==> src/rtl/axi_rw_pkg.sv <==
// Shared definitions for the AXI stream-to-memory write path: FSM state
// encoding, AXI burst/response constants and the address window constants.
package axi_rw_pkg;

    typedef enum logic [2:0] {
        IDLE    = 3'd0,
        WR_ADDR = 3'd1,
        WR_DATA = 3'd2,
        WR_RESP = 3'd3,
        WR_DONE = 3'd4
    } wr_state_e;

    localparam logic [1:0]  AXI_BURST_INCR = 2'b01;
    localparam logic [1:0]  AXI_RESP_OKAY  = 2'b00;

    // Each burst lands in its own 4 KiB slot; slots wrap inside a 64 KiB window.
    localparam logic [31:0] AXI_ADDR_STEP  = 32'd4096;
    localparam logic [31:0] AXI_ADDR_WRAP  = 32'h10000;

endpackage

==> src/rtl/sync_fifo.sv <==
// Single-clock FIFO with occupancy count. Depth need not be a power of two.
module sync_fifo #(
    parameter int unsigned WIDTH = 64,
    parameter int unsigned DEPTH = 32,
    parameter int unsigned CNT_W = $clog2(DEPTH + 1)
) (
    input  logic             i_clk,
    input  logic             i_rst_n,
    input  logic             wr_en,
    input  logic [WIDTH-1:0] wr_data,
    input  logic             rd_en,
    output logic [WIDTH-1:0] rd_data,
    output logic             full,
    output logic             empty,
    output logic [CNT_W-1:0] count
);

    localparam int unsigned PTR_W = (DEPTH > 1) ? $clog2(DEPTH) : 1;
    localparam logic [PTR_W-1:0] PTR_LAST = PTR_W'(DEPTH - 1);

    logic [WIDTH-1:0] mem [DEPTH];
    logic [PTR_W-1:0] wr_ptr;
    logic [PTR_W-1:0] rd_ptr;
    logic             push;
    logic             pop;

    assign full    = (count == CNT_W'(DEPTH));
    assign empty   = (count == '0);
    assign push    = wr_en && !full;
    assign pop     = rd_en && !empty;
    assign rd_data = mem[rd_ptr];

    // Storage array: written on every accepted push, no reset needed.
    always_ff @(posedge i_clk) begin
        if (push) begin
            mem[wr_ptr] <= wr_data;
        end
    end

    // Pointer and occupancy bookkeeping; push and pop together leave count unchanged.
    always_ff @(posedge i_clk or negedge i_rst_n) begin
        if (!i_rst_n) begin
            wr_ptr <= '0;
            rd_ptr <= '0;
            count  <= '0;
        end else begin
            if (push) begin
                wr_ptr <= (wr_ptr == PTR_LAST) ? '0 : wr_ptr + PTR_W'(1);
            end
            if (pop) begin
                rd_ptr <= (rd_ptr == PTR_LAST) ? '0 : rd_ptr + PTR_W'(1);
            end
            case ({push, pop})
                2'b10:   count <= count + CNT_W'(1);
                2'b01:   count <= count - CNT_W'(1);
                default: count <= count;
            endcase
        end
    end

endmodule

==> src/rtl/axi_write.sv <==
// Stream-to-AXI4 burst writer. Buffers stream beats and emits one INCR burst
// of WR_LIN beats at a time into successive 4 KiB slots of a 64 KiB window.
// Optional macro AXI_WR_BRESP_CHK_EN: enables the sticky bad-BRESP flag.
module axi_write
    import axi_rw_pkg::*;
#(
    parameter int unsigned WR_FLIP_BYTE  = 0,
    parameter int unsigned WR_ADDR_WIDTH = 32,
    parameter int unsigned WR_DATA_WIDTH = 64,
    parameter int unsigned WR_LIN        = 16
) (
    input  logic                       S_WR_aclk,
    input  logic                       S_WR_aresetn,
    input  logic [WR_DATA_WIDTH-1:0]   S_WR_tdata,
    input  logic                       S_WR_tvalid,
    output logic                       S_WR_tready,
    output logic                       o_wr_done,
    output logic                       o_wr_err,
    output logic                       m_axi_awid,
    output logic [WR_ADDR_WIDTH-1:0]   m_axi_awaddr,
    output logic [7:0]                 m_axi_awlen,
    output logic [2:0]                 m_axi_awsize,
    output logic [1:0]                 m_axi_awburst,
    output logic                       m_axi_awlock,
    output logic [3:0]                 m_axi_awcache,
    output logic [2:0]                 m_axi_awprot,
    output logic [3:0]                 m_axi_awqos,
    output logic                       m_axi_awvalid,
    input  logic                       m_axi_awready,
    output logic [WR_DATA_WIDTH-1:0]   m_axi_wdata,
    output logic [WR_DATA_WIDTH/8-1:0] m_axi_wstrb,
    output logic                       m_axi_wlast,
    output logic                       m_axi_wvalid,
    input  logic                       m_axi_wready,
    input  logic                       m_axi_bid,
    input  logic [1:0]                 m_axi_bresp,
    input  logic                       m_axi_bvalid,
    output logic                       m_axi_bready
);

    localparam int unsigned NBYTES     = WR_DATA_WIDTH / 8;
    localparam int unsigned FIFO_DEPTH = 2 * WR_LIN;
    localparam int unsigned CNT_W      = $clog2(FIFO_DEPTH + 1);
    localparam logic [7:0]  AW_LEN     = 8'(WR_LIN - 1);
    localparam logic [2:0]  AW_SIZE    = 3'($clog2(NBYTES));
    localparam logic [WR_ADDR_WIDTH-1:0] ADDR_LIMIT  = WR_ADDR_WIDTH'(AXI_ADDR_WRAP - AXI_ADDR_STEP);
    localparam logic [WR_ADDR_WIDTH-1:0] ADDR_STEP_W = WR_ADDR_WIDTH'(AXI_ADDR_STEP);

    wr_state_e                state;
    logic [WR_ADDR_WIDTH-1:0] wr_addr_buff;
    logic [7:0]               beat_cnt;
    logic [WR_DATA_WIDTH-1:0] push_data;
    logic [WR_DATA_WIDTH-1:0] fifo_head;
    logic                     fifo_full;
    logic                     fifo_empty;
    logic [CNT_W-1:0]         fifo_count;
    logic                     push;
    logic                     w_hs;

    assign m_axi_awid    = 1'b0;
    assign m_axi_awlock  = 1'b0;
    assign m_axi_awcache = 4'd3;
    assign m_axi_awprot  = 3'd0;
    assign m_axi_awqos   = 4'd0;
    assign m_axi_wstrb   = '1;

    // Gate with reset so the stream side sees not-ready while reset is held.
    assign S_WR_tready  = S_WR_aresetn && !fifo_full;
    assign push         = S_WR_tvalid && S_WR_tready;
    assign m_axi_wvalid = (state == WR_DATA) && !fifo_empty;
    assign m_axi_wdata  = fifo_head;
    assign m_axi_wlast  = (state == WR_DATA) && (beat_cnt == AW_LEN);
    assign w_hs         = m_axi_wvalid && m_axi_wready;

    generate
        if (WR_FLIP_BYTE != 0) begin : g_flip
            // Byte-reverse each incoming word before it enters the buffer.
            always_comb begin
                push_data = '0;
                for (int unsigned i = 0; i < NBYTES; i++) begin
                    push_data[8*i +: 8] = S_WR_tdata[8*(NBYTES-1-i) +: 8];
                end
            end
        end else begin : g_pass
            assign push_data = S_WR_tdata;
        end
    endgenerate

    sync_fifo #(
        .WIDTH (WR_DATA_WIDTH),
        .DEPTH (FIFO_DEPTH),
        .CNT_W (CNT_W)
    ) u_fifo (
        .i_clk   (S_WR_aclk),
        .i_rst_n (S_WR_aresetn),
        .wr_en   (push),
        .wr_data (push_data),
        .rd_en   (w_hs),
        .rd_data (fifo_head),
        .full    (fifo_full),
        .empty   (fifo_empty),
        .count   (fifo_count)
    );

    // Burst sequencer: one outstanding burst, AW and B-channel outputs registered.
    always_ff @(posedge S_WR_aclk or negedge S_WR_aresetn) begin
        if (!S_WR_aresetn) begin
            state         <= IDLE;
            wr_addr_buff  <= '0;
            beat_cnt      <= '0;
            m_axi_awvalid <= 1'b0;
            m_axi_awaddr  <= '0;
            m_axi_awlen   <= '0;
            m_axi_awsize  <= '0;
            m_axi_awburst <= '0;
            m_axi_bready  <= 1'b0;
            o_wr_done     <= 1'b0;
        end else begin
            case (state)
                IDLE: begin
                    if (fifo_count >= CNT_W'(WR_LIN)) begin
                        state         <= WR_ADDR;
                        beat_cnt      <= '0;
                        m_axi_awvalid <= 1'b1;
                        m_axi_awaddr  <= wr_addr_buff;
                        m_axi_awlen   <= AW_LEN;
                        m_axi_awsize  <= AW_SIZE;
                        m_axi_awburst <= AXI_BURST_INCR;
                    end
                end
                WR_ADDR: begin
                    if (m_axi_awready) begin
                        m_axi_awvalid <= 1'b0;
                        state         <= WR_DATA;
                    end
                end
                WR_DATA: begin
                    if (w_hs) begin
                        beat_cnt <= beat_cnt + 8'd1;
                        if (m_axi_wlast) begin
                            m_axi_bready <= 1'b1;
                            state        <= WR_RESP;
                        end
                    end
                end
                WR_RESP: begin
                    if (m_axi_bvalid) begin
                        m_axi_bready <= 1'b0;
                        o_wr_done    <= 1'b1;
                        state        <= WR_DONE;
                    end
                end
                WR_DONE: begin
                    o_wr_done    <= 1'b0;
                    wr_addr_buff <= (wr_addr_buff >= ADDR_LIMIT) ? '0 : wr_addr_buff + ADDR_STEP_W;
                    state        <= IDLE;
                end
                default: state <= IDLE;
            endcase
        end
    end

`ifdef AXI_WR_BRESP_CHK_EN
    logic unused_bid;
    assign unused_bid = m_axi_bid;

    // Sticky error: any non-OKAY write response latches until reset.
    always_ff @(posedge S_WR_aclk or negedge S_WR_aresetn) begin
        if (!S_WR_aresetn) begin
            o_wr_err <= 1'b0;
        end else if (m_axi_bvalid && (m_axi_bresp != AXI_RESP_OKAY)) begin
            o_wr_err <= 1'b1;
        end
    end
`else
    logic unused_b;
    assign unused_b = ^{m_axi_bid, m_axi_bresp};
    assign o_wr_err = 1'b0;
`endif

endmodule

==> config.mk <==
export PLATFORM = sky130hd
export DESIGN_NAME = axi_write
export DESIGN_NICKNAME = d
export VERILOG_FILES = /design/src/rtl/axi_rw_pkg.sv /design/src/rtl/sync_fifo.sv /design/src/rtl/axi_write.sv
export SDC_FILE = /design/constraint.sdc
export NUM_CORES = 2
export LEC_CHECK = 0
export ABC_AREA = 1
export CORE_MARGIN = 8
export CORE_UTILIZATION = 50
export DETAILED_ROUTE_END_ITERATION = 10
export HOLD_SLACK_MARGIN = 0.06
export PLACE_DENSITY = 0.74
export SLEW_MARGIN = 20
export SYNTH_ARGS = -nofsm -noshare
export SYNTH_HDL_FRONTEND = slang
export SYNTH_SLANG_ARGS = --single-unit
==> constraint.sdc <==
create_clock -name S_WR_aclk -period 6.5 [get_ports S_WR_aclk]
set_clock_uncertainty 0.05 [all_clocks]
set_input_delay 1.3 -clock S_WR_aclk [delete_from_list [all_inputs] [get_ports S_WR_aclk]]
set_output_delay 1.3 -clock S_WR_aclk [all_outputs]
set_load 0.05 [all_outputs]
# --- Word-level counts from Yosys, hierarchy flattened ---
# Memories as Yosys holds them, arrays and structs flattened.
# Index checks and enable logic that the tools add are counted.
# W data, S select, Z words.
classes:
  addsub: 6
  order_cmp: 2
  n_eq_ne: 15
  muxes: 24
  n_reduce_logical: 22
op_table:
  columns: ["operator", "count"]
  rows:
  - ["$add A32 B13 Y32 const B", 1]
  - ["$ge A32 B16 Y1 const B", 1]
  - ["$mux W32", 1]
  - ["$mux W8", 2]
  - ["$pmux W8 S2", 1]
  - ["$mux W3", 5]
  - ["$pmux W3 S4", 1]
  - ["$pmux W6 S2", 1]
  - ["$add A5 B1 Y5 const B", 2]
  - ["$eq A5 B5 Y1 const B", 2]
  - ["$mux W5", 2]
  - ["$reduce_bool A2 Y1", 5]
  - ["$add A8 B1 Y8 const B", 1]
  - ["$eq A8 B4 Y1 const B", 1]
  - ["$mux W1", 8]
  - ["$ne A2 B2 Y1 const B", 4]
  - ["$logic_and A1 B1 Y1", 7]
  - ["$add A6 B1 Y6 const B", 1]
  - ["$eq A3 B2 Y1 const B", 2]
  - ["$eq A6 B6 Y1 const B", 1]
  - ["$ge A6 B5 Y1 const B", 1]
  - ["$logic_not A6 Y1", 1]
  - ["$pmux W1 S2", 3]
  - ["$reduce_and A3 Y1", 2]
  - ["other kinds (11)", 13]
word_totals:
  reg_bits: 97
  ramBits: 2048
  inputBits: 73
  out_inout_bits: 137
  word_cells: 83
  mem_count: 1
mem_list:
  columns: ["name", "depth", "word_bits", "read_ports", "rd_clocked_by_memory_dff", "write_ports", "line", "source"]
  rows:
  - ["u_fifo.mem", 32, 64, 1, 0, 1, "sync_fifo.sv:21", "logic [WIDTH-1:0] mem [DEPTH];"]

# --- Longest topological paths before layout ---
depth:
  ltp_word: 7
  mapped_depth: 16
  ltp_nobuf: 16

# --- Modules after synthesis ---
# From an unflattened synthesis, not the netlist that was laid out.
unflattened:
  hier_cells: 7161
  area_unflattened_um2: 85502.0
modules_own_cells:
  columns: ["module", "instances", "cells_each", "area_each_um2", "seq_area_each_um2"]
  rows:
  - ["sync_fifo", 1, 6839, 82765.6, 61899.4]
  - ["axi_write", 1, 322, 2736.4, 1376.3]

# --- Least setup slack after synthesis ---
# Ideal clock, no wire load.
synth_path:
  path_kind: "input port to flip-flop"
  start: "input port S_WR_tvalid"
  end: "memory u_fifo.mem[14][0] (enable)"
  setup_ps: 564
  arrival_time_ps: 6054
  required_time_ps: 5886
  path_slack_ps: -169
  cell_stages: 3
  n_path_buf: 1
  cell_sequence: "nand3_1 clkbuf_1 nor3_1"
synth_between:
  elab_chain_len: 4
synth_rtl:
  columns: ["item", "line", "source"]
  rows:
  - ["from (decl)", "axi_write.sv:15", "input logic S_WR_tvalid,"]
  - ["$logic_and A1 B1 Y1", "axi_write.sv:69", "assign push = S_WR_tvalid && S_WR_tready;"]
  - ["$logic_and A1 B1 Y1", "sync_fifo.sv:29", "assign push = wr_en && !full;"]
  - ["$mux W1", "sync_fifo.sv:35", "if (push) begin"]
  - ["$mux W1 (not written as such)", "sync_fifo.sv:36", "mem[wr_ptr] <= wr_data;"]
  - ["to (decl)", "sync_fifo.sv:21", null]
# Every way passes these cells.

# --- Final worst setup path ---
layout_path:
  start: "register u_fifo.rd_ptr[0]"
  end: "output port m_axi_wdata[14]"
layout_between:
  elab_chain_len: 1
layout_rtl:
  columns: ["item", "line", "source"]
  rows:
  - ["from (decl)", "sync_fifo.sv:23", "logic [PTR_W-1:0] rd_ptr;"]
  - ["from (signal assigned)", "sync_fifo.sv:51", "rd_ptr <= (rd_ptr == PTR_LAST) ? '0 : rd_ptr + PTR_W'(1);"]
  - ["$mem_v2 Z32 W64", null, null]
  - ["to (decl)", "axi_write.sv:30", "output logic [WR_DATA_WIDTH-1:0] m_axi_wdata,"]
# Every way passes these cells.

==> reports/metrics.yaml <==
status: "finished clean"
cts_buffer_depth: 3
synth_top_cell_by_area: "edfxtp_1"
dr_total_vias: 63000
dr.pass1.iters: 9
start_kind: "flop"
period_needed_ps: 5800
dp_slack_ps: 1590
fillers: 14800
synth_cell_types: 31
path_clk_slew_ps: 70
wirelength_um: 237000
h-tree-depth: 4
p_leak_nw: 44.4
power.total_w: 0.0434
gp_congestion: 0.766
worstPathRequired_ps: 5150
ys_seq_elements: 2119
synth_area_um2: 92700
antenna_found_initial: 16
path_cells: "inv_8, buf_12, nand2_1, nand2_1, nand2_1, o21ai_0, nand2_1, nand3_1, nand3_1, nand2_1, clkdlybuf4s50_1"
core_area_um2: 185000
post-route-util_pct: 55.9
num_rows: 158
die_area_um2: 199000
ir_drop_uv: 640
worst_slew_pin_slew_ps: 1180
dp_hpwl_um: 117000
synth_most_common_cell: "nand2_1"
grt.overflow.total: 0
cp.arrival_ps: 4450
synthCells: 9171
ys_seq_area_share_pct: 68.3
cts_made_buffers: 209
pwr_density_cell_nw_per_um2: 420
initial_utilization_pct: 50.2
io_pins: 210
fin_tns_setup_ps: 0
period_share_pct: 89.3
synth_warnings: 0
hp-class: "flop to flop"
drive_above_1_share_pct: 6.95
layout.nets: 9293
end_kind: "primary output"
grt_max_degree: 200
synth_commonest_cells: "3,210 x nand2_1, 2,048 x edfxtp_1, 1,592 x inv_1"
clkSinkCount: 2119
ant_nets: 0
dr.first_iter.drc_count: 7358
fmax_mhz: 172
routed_via_density: 5.31
path_max_fanout: 113
path_class: "flop to primary output"
drc_errors: 0
syn_area_per_cell_um2: 10.1
maxSlewViolCount: 0
synth-main-ff-cell: "edfxtp_1"
die_h_um: 447
grt_setup_unrepaired: "false"
grt_pass1_wl_um: 355000
crit_top_cell: "nand2_1"
max_stage_delay_ps: 880
gr-usage-all-layers_pct: 23.2
syn_to_final_growth_pct: 11.5
cts_tree: "yes"
yosys-top-cells-area: "edfxtp_1 66%, nand2_1 13%, nand3_1 6.7%"
grt_pass1_vias: 60400
ctsRootBufferMaster: "clkbuf_16"
synth_edf_count: 2048
hold_buffers: 0
async_flop_share_pct: 3.35
slowest_stage: "clkdlybuf4s50_1"
maxCapViolations: 0
hold_violations: 0
wl_per_cell_um: 20.0
portBuffers: 166
postCtsSetupBuffers: 0
clock_latency_ps: 840
postCtsResizedCells: 0
report.final.setup_viol: 0
setup_slack_ps: 697
maxSlewHeadroom_pct: 21.5
die_x_um: 447
yosys.area.top_type_share_pct: 66.3
==> cells by family after synthesis <==
family | after synthesis | synth area share [%]
compound gates | 114 | 0.624
xor+xnor | 6 | 0.0567
fa+ha+maj | 15 | 0.211
buf+inv | 2100 | 9.03
flops | 2119 | 68.3
mux | 2 | 0.0243
other cells | 2 | 0.00810
simple gates | 4813 | 21.8
==> routing by layer <==
layer	up-vias	wire length, µm	global-route usage (%)
met3	583	23800	4.13
met2	3181	113000	38.5
li1	29200	-	-
met4	10	9290	9.19
met1	30000	91400	30.4
met5	-	60	0
==> layout by cell type, fill, tap and decap left out, types with 8 or more instances in the layout <==
cell / count
conb_1: 40
edfxtp_1: 2048
or2_2: 192
nor3_1: 8
o21ai_0: 100
a21oi_1: 10
nor2_1: 111
clkinv_2: 34
nand4_1: 10
inv_1: 1591
clkbuf_16: 212
buf_12: 32
dfrtp_1: 66
buf_4: 86
nand3_1: 1244
clkbuf_1: 46
clkdlybuf4s50_1: 155
buf_2: 10
clkinv_1: 58
nand2_1: 3210
bufinv_16: 17
nor3_2: 32
ha_1: 14
==> per-stage QoR <==
step	cell area (µm²)	cells	hold slack, ps
after floorplan	92800	9209	418
after CTS	103000	11900	428
final	103000	11900	425
after global placement	96700	11500	415
after global routing	103000	11900	456
after detailed placement	96700	11500	410
==> flip-flops by register name, summed over array words and instances, names as in the netlist <==
| name | count |
|---|---|
| u_fifo.mem | 2048 |
| m_axi_awaddr | 20 |
| wr_addr_buff | 20 |
| beat_cnt | 8 |
| u_fifo.count | 6 |
| u_fifo.rd_ptr | 5 |
| u_fifo.wr_ptr | 5 |
| state | 3 |
| m_axi_awlen | 1 |
| m_axi_awvalid | 1 |
| m_axi_bready | 1 |
| o_wr_done | 1 |
==> critical path: cells and delay by family, from the launching register on <==
| kind | cells | cell delay [ps] |
|---|---|---|
| AO/OA/AOI/OAI | 1 | 100 |
| buffers and inverters | 3 | 1950 |
| flip-flops | 1 | 680 |
| AND/OR/NAND/NOR | 7 | 720 |
==> final timing paths <==
kind                                         startpoint                            to  slack [ps]  depth (start not counted)
max                        u_fifo.rd_ptr[0]$_DFFE_PN0P_               m_axi_wdata[14]         700                         11
min                               o_wr_done$_DFFE_PN0P_         o_wr_done$_DFFE_PN0P_         420                          2
max reg2reg                 u_fifo.count[0]$_DFFE_PN0P_  u_fifo.mem[13][51]$_DFFE_PP_        2860                          6
min reg2reg                       o_wr_done$_DFFE_PN0P_         o_wr_done$_DFFE_PN0P_         420                          2
max in group asynchronous                  S_WR_aresetn  u_fifo.rd_ptr[2]$_DFFE_PN0P_        4960                          2
min in group asynchronous                  S_WR_aresetn  m_axi_awaddr[31]$_DFFE_PN0P_         700                          2
==> report_power, final <==
group          switching (W)  internal (W)  total [W]
registers           0.000247        0.0154     0.0157
clock network        0.00511       0.00666     0.0118
logic                 0.0114       0.00449     0.0159
total                 0.0168        0.0266     0.0434
==> final cells by class <==
cell class	count	area [µm²]	area share, %
diodes	6	15.0	0.0145
clock buffers	258	5480	5.30
clock inverters	126	1190	1.15
inverters	1602	6040	5.85
multi-input cells	4990	21400	20.7
flip-flops and latches	2119	63300	61.2
well taps	2480	3100	3.00
repair buffers	283	2890	2.79
(Power assumes the default switching activity.)
